**src/rtl/adc_capture_pkg.sv**
```systemverilog
// Shared types and constants for the ADC sample capture slice: FSM states,
// SRAM bank geometry, channel tag width and the bank select helper.
package adc_capture_pkg;

   typedef enum logic [1:0] {
      ST_IDLE = 2'd0,
      ST_RUN  = 2'd1,
      ST_DONE = 2'd2
   } cap_state_t;

   localparam int NUM_BANKS = 4;
   localparam int BANK_AW   = 9;
   localparam int CH_ID_W   = 2;
   localparam logic [NUM_BANKS-1:0] WMASK_ALL = 4'hF;

   // Active-low one-cold select for the bank addressed by the upper pointer bits.
   function automatic logic [NUM_BANKS-1:0] bank_sel_n(input logic [1:0] bank);
      bank_sel_n = ~(NUM_BANKS'(1) << bank);
   endfunction

endpackage

```
**src/rtl/adc_sample_capture_arbiter.sv**
```systemverilog
// Round-robin arbiter: one-hot grant among requesting channels, priority
// rotating past the last granted channel; clr restores channel 0 as first.
module rr_arbiter
   import adc_capture_pkg::*;
#(
   parameter int NUM_CH = 3
) (
   input  logic               clk,
   input  logic               rst_n,
   input  logic               clr,
   input  logic               en,
   input  logic [NUM_CH-1:0]  req,
   output logic [NUM_CH-1:0]  grant,
   output logic [CH_ID_W-1:0] grant_idx
);

   localparam logic [CH_ID_W-1:0] LAST_CH = CH_ID_W'(NUM_CH - 1);

   logic [CH_ID_W-1:0] last_q;
   logic               found;
   int                 idx;

   // Search starts one past the previous winner so every requester is served in turn.
   always_comb begin
      grant     = '0;
      grant_idx = '0;
      found     = 1'b0;
      idx       = 0;
      for (int i = 1; i <= NUM_CH; i++) begin
         idx = (int'(last_q) + i) % NUM_CH;
         if (en && !found && req[idx]) begin
            grant[idx] = 1'b1;
            grant_idx  = CH_ID_W'(idx);
            found      = 1'b1;
         end
      end
   end

   always_ff @(posedge clk or negedge rst_n) begin
      if (!rst_n) begin
         last_q <= LAST_CH;
      end else if (clr) begin
         last_q <= LAST_CH;
      end else if (found) begin
         last_q <= grant_idx;
      end
   end

endmodule

```
**src/rtl/adc_sample_capture.sv**
```systemverilog
// Captures decimated ADC samples into four 512-word SRAM banks as one linear buffer.
// Optional SAMPLE_TAG_EN: replaces data bits [31:30] with the source channel index.
module adc_sample_capture
   import adc_capture_pkg::*;
#(
   parameter int NUM_CH    = 3,
   parameter int DW        = 32,
   parameter int DEPTH_LG2 = 11
) (
   input  logic                 wb_clk_i,
   input  logic                 wb_rst_n_i,
   input  logic                 start_i,
   input  logic                 abort_i,
   input  logic [NUM_CH-1:0]    chan_en_i,
   input  logic [DEPTH_LG2-1:0] num_samples_i,
   input  logic [NUM_CH-1:0]    adc_dvalid_i,
   input  logic [DW-1:0]        adc0_dat_i,
   input  logic [DW-1:0]        adc1_dat_i,
   input  logic [DW-1:0]        adc2_dat_i,
   output logic [NUM_BANKS-1:0] mem_wenb_o,
   output logic [BANK_AW-1:0]   mem_waddr_o,
   output logic [DW-1:0]        mem_data_o,
   output logic [NUM_BANKS-1:0] wmask_o,
   output logic                 busy_o,
   output logic                 done_o,
   output logic                 irq_o,
   output logic                 overflow_o,
   output logic [DEPTH_LG2:0]   wr_count_o
);

   localparam int CNT_W = DEPTH_LG2 + 1;
   localparam logic [CNT_W-1:0] FULL_CNT = CNT_W'(1) << DEPTH_LG2;

   cap_state_t           state_q, state_d;
   logic                 enter_run, issue, to_done;
   logic [DEPTH_LG2-1:0] ptr_q;
   logic [CNT_W-1:0]     count_q, target_q;
   logic [NUM_CH-1:0]    chan_en_q, pend_q, capture, grant;
   logic [CH_ID_W-1:0]   grant_idx;
   logic [DW-1:0]        adc_dat [3];
   logic [DW-1:0]        hold_q [NUM_CH];
   logic [DW-1:0]        wr_data;
   logic                 overflow_q, irq_q;

   assign adc_dat[0] = adc0_dat_i;
   assign adc_dat[1] = adc1_dat_i;
   assign adc_dat[2] = adc2_dat_i;

   // Abort overrides everything, including a start in the same cycle.
   always_comb begin
      state_d   = state_q;
      enter_run = 1'b0;
      issue     = 1'b0;
      to_done   = 1'b0;
      case (state_q)
         ST_IDLE, ST_DONE: begin
            if (start_i) begin
               state_d   = ST_RUN;
               enter_run = 1'b1;
            end
         end
         ST_RUN: begin
            if (count_q == target_q) begin
               state_d = ST_DONE;
               to_done = 1'b1;
            end else begin
               issue = |pend_q;
            end
         end
         default: state_d = ST_IDLE;
      endcase
      if (abort_i) begin
         state_d   = ST_IDLE;
         enter_run = 1'b0;
         issue     = 1'b0;
         to_done   = 1'b0;
      end
   end

   always_ff @(posedge wb_clk_i or negedge wb_rst_n_i) begin
      if (!wb_rst_n_i) begin
         state_q <= ST_IDLE;
      end else begin
         state_q <= state_d;
      end
   end

   rr_arbiter #(.NUM_CH(NUM_CH)) u_arb (
      .clk       (wb_clk_i),
      .rst_n     (wb_rst_n_i),
      .clr       (enter_run),
      .en        (issue),
      .req       (pend_q),
      .grant     (grant),
      .grant_idx (grant_idx)
   );

   assign capture = adc_dvalid_i & chan_en_q & {NUM_CH{(state_q == ST_RUN) && !abort_i}};

`ifdef SAMPLE_TAG_EN
   assign wr_data = {grant_idx, hold_q[grant_idx][DW-CH_ID_W-1:0]};
`else
   assign wr_data = hold_q[grant_idx];
`endif

   // A channel being granted this cycle can accept a fresh sample; otherwise it is lost.
   always_ff @(posedge wb_clk_i or negedge wb_rst_n_i) begin
      if (!wb_rst_n_i) begin
         pend_q     <= '0;
         overflow_q <= 1'b0;
         for (int k = 0; k < NUM_CH; k++) begin
            hold_q[k] <= '0;
         end
      end else begin
         if (enter_run) begin
            overflow_q <= 1'b0;
         end
         for (int k = 0; k < NUM_CH; k++) begin
            if (state_q != ST_RUN) begin
               pend_q[k] <= 1'b0;
            end else if (capture[k]) begin
               if (!pend_q[k] || grant[k]) begin
                  hold_q[k] <= adc_dat[k];
                  pend_q[k] <= 1'b1;
               end else begin
                  overflow_q <= 1'b1;
               end
            end else if (grant[k]) begin
               pend_q[k] <= 1'b0;
            end
         end
      end
   end

   // SRAM port is fully registered; a select is held for exactly one cycle per word.
   always_ff @(posedge wb_clk_i or negedge wb_rst_n_i) begin
      if (!wb_rst_n_i) begin
         mem_wenb_o  <= WMASK_ALL;
         mem_waddr_o <= '0;
         mem_data_o  <= '0;
         ptr_q       <= '0;
         count_q     <= '0;
         target_q    <= FULL_CNT;
         chan_en_q   <= '0;
         irq_q       <= 1'b0;
      end else begin
         irq_q      <= to_done;
         mem_wenb_o <= WMASK_ALL;
         if (enter_run) begin
            ptr_q     <= '0;
            count_q   <= '0;
            chan_en_q <= chan_en_i;
            target_q  <= (num_samples_i == '0) ? FULL_CNT : {1'b0, num_samples_i};
         end else if (issue) begin
            mem_wenb_o  <= bank_sel_n(ptr_q[DEPTH_LG2-1:BANK_AW]);
            mem_waddr_o <= ptr_q[BANK_AW-1:0];
            mem_data_o  <= wr_data;
            ptr_q       <= ptr_q + 1'b1;
            count_q     <= count_q + 1'b1;
         end
      end
   end

   assign busy_o     = (state_q == ST_RUN);
   assign done_o     = (state_q == ST_DONE);
   assign irq_o      = irq_q;
   assign overflow_o = overflow_q;
   assign wr_count_o = count_q;
   assign wmask_o    = WMASK_ALL;

endmodule
```
**config.mk**
```make
export PLATFORM = sky130hd
export DESIGN_NAME = adc_sample_capture
export DESIGN_NICKNAME = d
export VERILOG_FILES = /design/src/rtl/adc_capture_pkg.sv /design/src/rtl/adc_sample_capture_arbiter.sv /design/src/rtl/adc_sample_capture.sv
export SDC_FILE = /design/constraint.sdc
export NUM_CORES = 1
export LEC_CHECK = 0
export ABC_AREA = 1
export ABC_CLOCK_PERIOD_IN_PS = 4200
export BUFFER_PORTS_ARGS = -buffer_cell sky130_fd_sc_hd__buf_2
export CORE_MARGIN = 3
export CORE_UTILIZATION = 50
export DETAILED_ROUTE_END_ITERATION = 8
export PLACE_DENSITY_LB_ADDON = 0.05
export SYNTH_ARGS = -nofsm -noshare
export SYNTH_HDL_FRONTEND = slang
export SYNTH_SLANG_ARGS = --single-unit
```
**constraint.sdc**
```tcl
create_clock -name wb_clk_i -period 4.2 [get_ports wb_clk_i]
set_clock_uncertainty 0.2 [all_clocks]
set_input_delay 0.84 -clock wb_clk_i [delete_from_list [all_inputs] [get_ports wb_clk_i]]
set_output_delay 0.84 -clock wb_clk_i [all_outputs]
set_load 0.005 [all_outputs]
```
After elaboration in Yosys (flattened, before gate mapping)
Cells that the tools add are included.

ROM bits: 0. Word-level logic and storage cells: 156. Bits in writable memories: 0. Memories: 0. Output and inout bits: 65. Bits in registers: 188. Latch bits: 0. Input bits: 117.

Equality and inequality tests: 9. Bitwise logic cells: 8. Shifts and indexed selects: 1. Divide/modulo/power cells: 3. Multiply operators: 0. Multiplexer cells: 71. Magnitude comparators: 7. $add $sub $neg: 5. Reduce and logical (&&, ||, !) cells: 35.

Operator list (number): 32-bit by 1-bit greater-or-equal comparator with 1-bit output, second input constant (3); 32-bit by 4-bit less-than comparator with 1-bit output, second input constant (3); 32-bit by 3-bit modulo with 32-bit output, second input constant (3); 32-bit binary-select mux with 2-bit select (1); 32-bit two-way mux (2); 1-bit two-way mux (43); 12-bit two-way mux (3); 11-bit two-way mux (2); 2-bit two-way mux (8); 12-bit by 1-bit adder with 12-bit output, second input constant (1); 12-bit equality test (1); 11-bit by 1-bit adder with 11-bit output, second input constant (1); 11-bit logical NOT (1); 2-bit AND reduction (5); 1-bit logical AND (9); 3-bit two-way mux (3); 3-bit by 1-bit inequality test with 1-bit output, second input constant (3); 3-bit AND reduction (3); 3-bit nonzero test (3); 4-bit two-way mux (2); 2-bit by 2-bit adder with 3-bit output, second input constant (2); 3-bit AND (2); 1-bit binary-select mux with 2-bit select (3); 1-bit demux with 2-bit select (3); 19 further kinds (29).

Depth between registers and ports, before layout
Gate-level depths: netlist (run 1).

Depth in word-level cells: 25. Depth in mapped cells: 16. Gate-level depth less buffers: 15.

By module
Synthesis (run 1) repeated with hierarchy kept, for this count alone.

Cell total of the unflattened synthesis: 888. Area, all modules: 8891.0 um2.

Modules (own cells, without submodules): adc_sample_capture (times used 1, cells each 820, sequential area each 4660.7 um2, area each 8494.4 um2); rr_arbiter (times used 1, cells each 68, sequential area each 51.3 um2, area each 396.6 um2).

Worst setup path after synthesis (run 1)
No wires, ideal clock.

Path kind: reg-to-reg. Start: register u_arb.last_q[1]. End: register hold_q[64] (netlist bit). Period minus slack after synthesis: 2509 ps. Stages on the path, launching flop included: 14. Data required time: 3883 ps. Library setup time: 117 ps. Path buffers: 1. Slack: 1691 ps. Arrival: 2192 ps. Cell sequence: dfstp_2 inv_1 ha_1 inv_1 nor3_1 a31oi_4 inv_2 nor3_4 nand3_1 nand2_2 nand2_1 buf_2 nand2_1 nand2_1.

Longest elaborated chain between the ends: 17. Elaborated cells between the ends (all ways): 46. Those cells by class: add/sub (3); div (3); order compare (6); mux (20); bitwise (2); reduce/logical (12).

Ends and longest elaborated chain: from (decl) (RTL line adc_sample_capture_arbiter.sv:19) `logic [CH_ID_W-1:0] last_q;`; from (signal assigned) (RTL line adc_sample_capture_arbiter.sv:45) `last_q <= grant_idx;`; branches (longest 14 deep; another with 32-bit by 3-bit modulo with 32-bit output); 3-bit two-way mux (*) (RTL line adc_sample_capture_arbiter.sv:31) `if (en && !found && req[idx]) begin`; 1-bit logical OR (*) (RTL line adc_sample_capture.sv:122) `if (!pend_q[k] || grant[k]) begin`; 3-bit AND reduction (no line) (*); to (signal, indexed assignment) (RTL line adc_sample_capture.sv:123) `hold_q[k] <= adc_dat[k];`; to (decl) (RTL line adc_sample_capture.sv:41) `logic [DW-1:0] hold_q [NUM_CH];`.

Every way passes the cells marked *. The select of a mux whose other input is x is not followed. A chain may end at the register's enable or synchronous reset.

Worst setup path after layout (run 1)
Start: register u_arb.last_q[1]. End: register hold_q[7] (netlist bit).

Same word-level chain as after synthesis.

==> impl_results.rst, run 1 <==
.. list-table::
   :header-rows: 1

   * - Metric
     - Value
   * - Pwr Density
     - 508 nW/um^2
   * - Number of cells on the worst hold path
     - 1
   * - Row count
     - 49
   * - Wirelength, routed
     - 24100 um
   * - Total power
     - 0.00556 W
   * - Static power due to leakage
     - 6.07 nW
   * - Number of instances in the synthesized netlist
     - 1215
   * - Final count of pins violating max slew
     - 0
   * - Number of flops mapped to enable cells by yosys
     - 0
   * - Hold Path Sink
     - mem_wenb_o[3]$_DFF_PN1_
   * - Worst R2R End
     - hold_q[7]$_DFFE_PN0P_
   * - Number of hold-slack violations in the final timing report
     - 0
   * - Overall die width
     - 143 um
   * - Detail-routed net length per standard cell
     - 15.0 um
   * - Buffers inserted during post-CTS setup optimization
     - 0
   * - R2R Path Start
     - u_arb.last_q[1]$_DFFE_PN1P_
   * - Number of global-route vias before repair
     - 7888
   * - Drt first pass iters
     - 5
   * - Post-route setup slack
     - 786 ps
   * - Cell internal power dissipation
     - 0.00380 W
   * - Total of warnings raised by yosys
     - 0
   * - Setup WS pre-CTS
     - 762 ps
   * - Number of sinks handled by clock tree synthesis
     - 188
   * - Share of flip-flops with an asynchronous set or reset
     - 100%
   * - Vias per Instance
     - 5.07
   * - Hold Startpoint
     - ptr_q[10]$_DFFE_PN0P_
   * - Number of remaining DRC errors
     - 0
   * - Remaining global-route overflow
     - 0
   * - Maximum achievable frequency
     - 0.293 GHz
   * - TritonCTS buffer count
     - 17
   * - Sequential-to-total area share from yosys stat
     - 50.4%
   * - Pin slew with the least headroom to its limit
     - 775 ps
   * - Max_cap viols
     - 0
   * - Final setup viols
     - 0
   * - Port Buffer Count
     - 177
   * - Vert. Die Dim
     - 143 um
   * - Cell at the root of the clock tree
     - sky130_fd_sc_hd__clkbuf_16
   * - Combined global-route utilization of all metal layers
     - 24.4%
   * - Remaining antenna violation count
     - 0
   * - Top-level port count
     - 182
   * - H-tree depth
     - 4
   * - Global-route wire length before repair
     - 39700 um
   * - Worst-case reg-to-reg path depth
     - 12
   * - Post-route cell area
     - 11000 um^2
   * - Layout-stage area growth over the synthesis result
     - 17.2%
   * - Layout cells sized above 1
     - 21.2%
   * - # hold bufs at CTS
     - 0
   * - Final-stage net count
     - 1489
   * - Arr. time, crit path
     - 3530 ps
   * - Sort of element at the start of the critical path
     - flip-flop
   * - Final setup TNS
     - 0 ps
   * - Category of the worst setup path capture point
     - flip-flop
   * - Worst slew slack as a fraction of its limit
     - 48.3%
   * - Ys flop type
     - sky130_fd_sc_hd__dfrtp_1
   * - Seq pwr share
     - 48.2%
   * - Post_cts resized
     - 0
   * - Final period demand of the worst path
     - 3410 ps
   * - Post-synthesis register bit count
     - 188
   * - Setup repair after global routing missed its margin
     - false
   * - Clock latency of the later-clocked register in the worst-skew pair
     - 430 ps
   * - Hold Crit Class
     - reg2reg
   * - Placer's final routability congestion estimate
     - 0.817
   * - Largest net degree at the start of global routing
     - 92
   * - Number of antenna violations at the first check in global routing
     - 1
   * - Count of antenna diodes in the layout
     - 0
   * - Placed cell area
     - 10400 um^2
   * - Area of the die
     - 20400 um^2
   * - Final worst-path cycle share
     - 81.3%
   * - Peak fanout along the critical path
     - 33
   * - Total via count in the routed design
     - 8146
   * - Clock tree from TritonCTS
     - done
   * - Max clock buf depth
     - 2
   * - Required time at the endpoint of the critical path
     - 4310 ps
   * - Result of the run
     - completed
   * - Share of total power in combinational logic
     - 23.9%
   * - Final Util
     - 60.4%
   * - Clock Pin Slew Worst Setup and Hold Paths
     - 70 ps
   * - Setup CP Type
     - reg2reg
   * - Switching power summed over all nets
     - 0.00176 W
   * - Mapped Area
     - 9350 um^2
   * - Netlist cell types
     - 39
   * - Maximum ir drop on the vdd rail
     - 0.299 mV
   * - Flop2flop setup slack
     - 790 ps
   * - Switching power share of the total
     - 31.7%
   * - Number of DRC violations after detailed-routing iteration 0
     - 513
   * - DPL Wire Length
     - 16200 um
   * - Part of the power in the clock network
     - 27.9%
   * - Initial Util
     - 51.5%
   * - Floorplan core area
     - 18100 um^2
   * - Mean Syn Cell Area
     - 7.69 um^2
[state kept, by name, summed over array words and instances (netlist names), 4 cells and up]
register,flops
hold_q,96
mem_data_o,32
target_q,12
wr_count_o,12
ptr_q,11
mem_waddr_o,9
mem_wenb_o,4
[power groups by stage]
stage	clock network (W)	logic, W	registers [W]
floorplan	0	0.000892	0.00265
finish	0.00155	0.00133	0.00268
global route	0.00165	0.00156	0.00276
CTS	0.00158	0.00135	0.00268
global placement	0	0.00131	0.00271
detailed placement	0	0.00135	0.00271
[cell families after synthesis]
group | after synthesis | synth area share (%)
compound gates | 93 | 5.53
simple gates | 668 | 31.7
other cells | 1 | 0.0401
buf+inv | 251 | 10.7
flops | 188 | 50.4
fa+ha+maj | 6 | 0.803
xor+xnor | 8 | 0.750
[stage by stage]
stage / hold WS [ps] / cells
5_1_grt: 242 / 1608
3_5_place_dp: 208 / 1576
2_1_floorplan: 197 / 1218
6_report: 216 / 1608
3_3_place_gp: 210 / 1576
4_1_cts: 218 / 1608
[cells in the mapped netlist (4+ instances only)]
master | number | area share, %
sky130_fd_sc_hd__ha_1 | 6 | 0.80
sky130_fd_sc_hd__clkbuf_1 | 28 | 1.1
sky130_fd_sc_hd__buf_4 | 7 | 0.56
sky130_fd_sc_hd__inv_1 | 175 | 7.0
sky130_fd_sc_hd__nand2_2 | 6 | 0.40
sky130_fd_sc_hd__o21ai_0 | 35 | 1.9
sky130_fd_sc_hd__inv_2 | 10 | 0.40
sky130_fd_sc_hd__nand4_1 | 4 | 0.27
sky130_fd_sc_hd__buf_2 | 28 | 1.5
sky130_fd_sc_hd__a21oi_1 | 37 | 2.0
sky130_fd_sc_hd__o22ai_1 | 7 | 0.47
sky130_fd_sc_hd__nand2_1 | 363 | 15
sky130_fd_sc_hd__nor2_1 | 28 | 1.1
sky130_fd_sc_hd__nand3_2 | 4 | 0.43
sky130_fd_sc_hd__or2_2 | 32 | 2.1
sky130_fd_sc_hd__xnor2_1 | 5 | 0.47
sky130_fd_sc_hd__dfrtp_1 | 182 | 49
sky130_fd_sc_hd__nor3_1 | 11 | 0.59
sky130_fd_sc_hd__dfstp_2 | 6 | 1.7
sky130_fd_sc_hd__nand3_1 | 210 | 11
[critical path: stages (launching register included)]
cell and delay [ps]:
sky130_fd_sc_hd__dfstp_2 540, sky130_fd_sc_hd__inv_1 70, sky130_fd_sc_hd__ha_1 270, sky130_fd_sc_hd__o21ai_0 370, sky130_fd_sc_hd__nand2_1 90, sky130_fd_sc_hd__o31ai_1 160, sky130_fd_sc_hd__nand4_1 290, sky130_fd_sc_hd__nor2_1 150
sky130_fd_sc_hd__nor2_1 80, sky130_fd_sc_hd__inv_2 240, sky130_fd_sc_hd__nand2_2 520, sky130_fd_sc_hd__nand2_1 220, sky130_fd_sc_hd__nand2_1 60
[placed cells by master (no fill, tap or decap), types with 6 or more instances in the layout]
| master | instances |
|---|---|
| sky130_fd_sc_hd__buf_4 | 16 |
| sky130_fd_sc_hd__dfstp_2 | 6 |
| sky130_fd_sc_hd__o22ai_1 | 7 |
| sky130_fd_sc_hd__buf_2 | 176 |
| sky130_fd_sc_hd__inv_1 | 175 |
| sky130_fd_sc_hd__or2_2 | 32 |
| sky130_fd_sc_hd__nor3_1 | 11 |
| sky130_fd_sc_hd__a21oi_1 | 37 |
| sky130_fd_sc_hd__inv_2 | 10 |
| sky130_fd_sc_hd__dfrtp_1 | 182 |
| sky130_fd_sc_hd__nand3_1 | 210 |
| sky130_fd_sc_hd__o21ai_0 | 35 |
| sky130_fd_sc_hd__nand2_2 | 6 |
| sky130_fd_sc_hd__inv_6 | 6 |
| sky130_fd_sc_hd__nor2_1 | 25 |
| sky130_fd_sc_hd__nand2_1 | 363 |
| sky130_fd_sc_hd__ha_1 | 6 |
| sky130_fd_sc_hd__clkbuf_16 | 17 |
[layer usage]
metal  share of wire, %  track usage, %  up-vias
li1                   -               -     4092
met1                 47            34.5     3831
met2                 47            39.2      200
met3                4.9            4.39       21
met4                1.3            6.40        2
met5              0.054               0        -
[layout make-up]
class                   instances  area (um^2)
multi-input cells             779         3660
clock inverters                12          104
well taps                     229          287
fillers                      1732         7190
clock buffers                  20          457
inverters                     186          698
repair buffers                194         1030
flip-flops and latches        188         4710
[worst max-delay path by stage]
stage / start / to / slack (ps)
after floorplan: u_arb.last_q[1]$_DFFE_PN1P_ / hold_q[64]$_DFFE_PN0P_ / 1690
after global placement: abort_i / hold_q[19]$_DFFE_PN0P_ / 810
after detailed placement: abort_i / hold_q[52]$_DFFE_PN0P_ / 760
after CTS: u_arb.last_q[1]$_DFFE_PN1P_ / mem_data_o[25]$_DFFE_PN0P_ / 870
after global routing: u_arb.last_q[1]$_DFFE_PN1P_ / hold_q[7]$_DFFE_PN0P_ / 510
final: u_arb.last_q[1]$_DFFE_PN1P_ / hold_q[7]$_DFFE_PN0P_ / 790
Power figures use the tool's default switching activity.
==> run 2: changes to the inputs <==
- ABC_CLOCK_PERIOD_IN_PS: 4200 -> 3200
- clock period: 4.2 -> 3.2 ns (I/O delays scaled with it)
==> impl_results.rst, run 2 (same netlist as run 1, synthesis figures left out) <==
.. list-table::
   :header-rows: 1

   * - Metric
     - Value
   * - Result of the run
     - completed
   * - Vias per Instance
     - 5.10 (+0.63%)
   * - Global-route met1 utilization
     - 35.4% (+0.91 points)
   * - Port Buffer Count
     - 177 (unchanged)
   * - Met2 global-route usage
     - 38.3% (-0.89 points)
   * - Final-stage net count
     - 1498 (+0.60%)
   * - Placed cell area
     - 10500 um^2 (+1.4%)
   * - Post-route setup slack
     - 268 ps (-518 ps)
   * - Largest net degree at the start of global routing
     - 80 (-13%)
   * - Remaining global-route overflow
     - 0 (unchanged)
   * - Biggest register
     - hold_q
   * - Row count
     - 49 (unchanged)
   * - Final hold slack
     - 50.7 ps (-165 ps)
   * - Cell at the root of the clock tree
     - sky130_fd_sc_hd__clkbuf_16
   * - Number of hold-slack violations in the final timing report
     - 0 (unchanged)
   * - Layout cells sized above 1
     - 21.8% (+0.58 points)
   * - Vert. Die Dim
     - 143 um (unchanged)
   * - Met3 global-route usage
     - 4.12% (-0.27 points)
   * - Area of the die
     - 20400 um^2 (unchanged)
   * - Leading cell type in the layout, fill and taps excluded
     - sky130_fd_sc_hd__nand2_1
   * - Setup repair after global routing missed its margin
     - false
   * - Required time at the endpoint of the critical path
     - 3360 ps (-950 ps)
   * - Max clock buf depth
     - 2 (unchanged)
   * - H-tree depth
     - 4 (unchanged)
   * - Layout-stage area growth over the synthesis result
     - 19.6%
   * - Placer's final routability congestion estimate
     - 0.876 (+7.2%)
   * - Peak fanout along the critical path
     - 33 (unchanged)
   * - # hold bufs at CTS
     - 0 (unchanged)
   * - Final period demand of the worst path
     - 2930 ps (-482 ps)
   * - Post_cts resized
     - 0 (unchanged)
   * - Flop2flop setup slack
     - 270 ps (-520 ps)
   * - Maximum ir drop on the vdd rail
     - 0.400 mV (+34%)
   * - Number of remaining DRC errors
     - 0 (unchanged)
   * - Number of antenna violations at the first check in global routing
     - 1 (unchanged)
   * - Category of the worst setup path capture point
     - flip-flop
   * - Maximum achievable frequency
     - 0.341 GHz (+16%)
   * - Overall die width
     - 143 um (unchanged)
   * - Clock latency of the later-clocked register in the worst-skew pair
     - 430 ps (about the same)
   * - Total via count in the routed design
     - 8243 (+1.2%)
   * - Gr busiest metal
     - met2
   * - Clock tree from TritonCTS
     - done
   * - Final worst-path cycle share
     - 91.6% (+10 points)
   * - DPL Wire Length
     - 16700 um (+2.9%)
   * - Final count of pins violating max slew
     - 0 (unchanged)
   * - Static power due to leakage
     - 6.18 nW (+1.9%)
   * - Setup CP Type
     - reg2reg
   * - Sort of element at the start of the critical path
     - flip-flop
   * - Number of sinks handled by clock tree synthesis
     - 188 (unchanged)
   * - Worst-case reg-to-reg path depth
     - 10 (-2)
   * - Wirelength, routed
     - 23900 um (-0.89%)
   * - Top-level port count
     - 182 (unchanged)
   * - Post-route cell area
     - 11200 um^2 (+2.0%)
   * - Worst R2R End
     - hold_q[1]$_DFFE_PN0P_
   * - Setup WS pre-CTS
     - 312 ps (-450 ps)
   * - Leading cell types in the layout, fill and taps excluded
     - sky130_fd_sc_hd__nand2_1 (363), sky130_fd_sc_hd__nand3_1 (210), sky130_fd_sc_hd__dfrtp_1 (182)
   * - Pin slew with the least headroom to its limit
     - 661 ps (-115 ps)
   * - Drt first pass iters
     - 4 (-1)
   * - Number of flip-flops in the largest register
     - 96 (unchanged)
   * - Pwr Density
     - 676 nW/um^2 (+33%)
   * - Combined global-route utilization of all metal layers
     - 24.2% (-0.19 points)
   * - Worst slew slack as a fraction of its limit
     - 55.9% (+7.6 points)
   * - Clock Pin Slew Worst Setup and Hold Paths
     - 70 ps (about the same)
   * - Arr. time, crit path
     - 3090 ps (-440 ps)
   * - Max_cap viols
     - 0 (unchanged)
   * - TritonCTS buffer count
     - 17 (unchanged)
   * - Final setup TNS
     - 0 ps (unchanged)
   * - Number of global-route vias before repair
     - 7742 (-1.9%)
   * - R2R Path Start
     - u_arb.last_q[1]$_DFFE_PN1P_
   * - Remaining antenna violation count
     - 0 (unchanged)
   * - Registers with the most flip-flops
     - hold_q (96), mem_data_o (32)
   * - Number of DRC violations after detailed-routing iteration 0
     - 511 (-0.39%)
   * - Hold Crit Class
     - in2async
   * - Initial Util
     - 51.5% (unchanged)
   * - Floorplan core area
     - 18100 um^2 (unchanged)
   * - Count of antenna diodes in the layout
     - 0 (unchanged)
   * - Global-route wire length before repair
     - 39500 um (-0.49%)
   * - Final setup viols
     - 0 (unchanged)
   * - Detail-routed net length per standard cell
     - 14.8 um (-1.4%)
   * - Buffers inserted during post-CTS setup optimization
     - 0 (unchanged)
run 2: changes by cell type in the layout (fill, tap and decap cells not counted), sizes merged:
cell | previous run | this run
clkinv | 3 | 4
clkinvlp | 3 | 0
clkbuf | 21 | 19
inv | 192 | 193
bufinv | 0 | 3
buf | 193 | 202
run 2: per-layer routing:
| metal | vias up | wire length, um |
|---|---|---|
| li1 | 4102 | - |
| met1 | 3906 | 11100 |
| met2 | 213 | 11300 |
| met3 | 20 | 1260 |
| met4 | 2 | 232 |
| met5 | - | 8 |
run 2: cell type report:
type,count,area [um^2]
timing repair buffer,203,1180
clock buffer,18,439
inverter,186,698
clock inverter,14,199
fill,1708,6970
multi-input combinational,779,3660
tap,229,287
sequential,188,4710
run 2: power by group:
part           internal (W)  leakage [nW]  switching [W]
clock               0.00129         0.313       0.000995
combinational      0.000830          3.44       0.000923
sequential          0.00311          2.43       0.000408
run 2: critical path, stage by stage, from the launching register on:
cell and delay [ps]:
sky130_fd_sc_hd__dfstp_2 540, sky130_fd_sc_hd__ha_1 230, sky130_fd_sc_hd__inv_1 120, sky130_fd_sc_hd__o31ai_1 570, sky130_fd_sc_hd__nand4_1 260, sky130_fd_sc_hd__nor2_1 150, sky130_fd_sc_hd__nor2_1 80, sky130_fd_sc_hd__inv_2 60
sky130_fd_sc_hd__buf_4 360, sky130_fd_sc_hd__nand3_1 170, sky130_fd_sc_hd__nand2_1 110
run 2: worst max-delay path by stage:
stage                                     start                endpoint  slack [ps]
detailed placement  u_arb.last_q[0]$_DFFE_PN0P_  hold_q[45]$_DFFE_PN0P_         310
finish              u_arb.last_q[1]$_DFFE_PN1P_   hold_q[1]$_DFFE_PN0P_         270
floorplan           u_arb.last_q[1]$_DFFE_PN1P_  hold_q[64]$_DFFE_PN0P_         690
CTS                 u_arb.last_q[0]$_DFFE_PN0P_  hold_q[33]$_DFFE_PN0P_         310
global route        u_arb.last_q[0]$_DFFE_PN0P_  hold_q[61]$_DFFE_PN0P_          20
global placement    u_arb.last_q[1]$_DFFE_PN1P_   hold_q[7]$_DFFE_PN0P_         400
run 2: stage by stage:
stage | instances | utilization (%) | power [W]
after global routing | 1617 | 61.6 | 0.00808
after floorplan | 1218 | - | 0.00464
after detailed placement | 1585 | 58.1 | 0.00533
after global placement | 1585 | 58.1 | 0.00528
final | 1617 | 61.6 | 0.00756
after CTS | 1617 | 61.6 | 0.00763
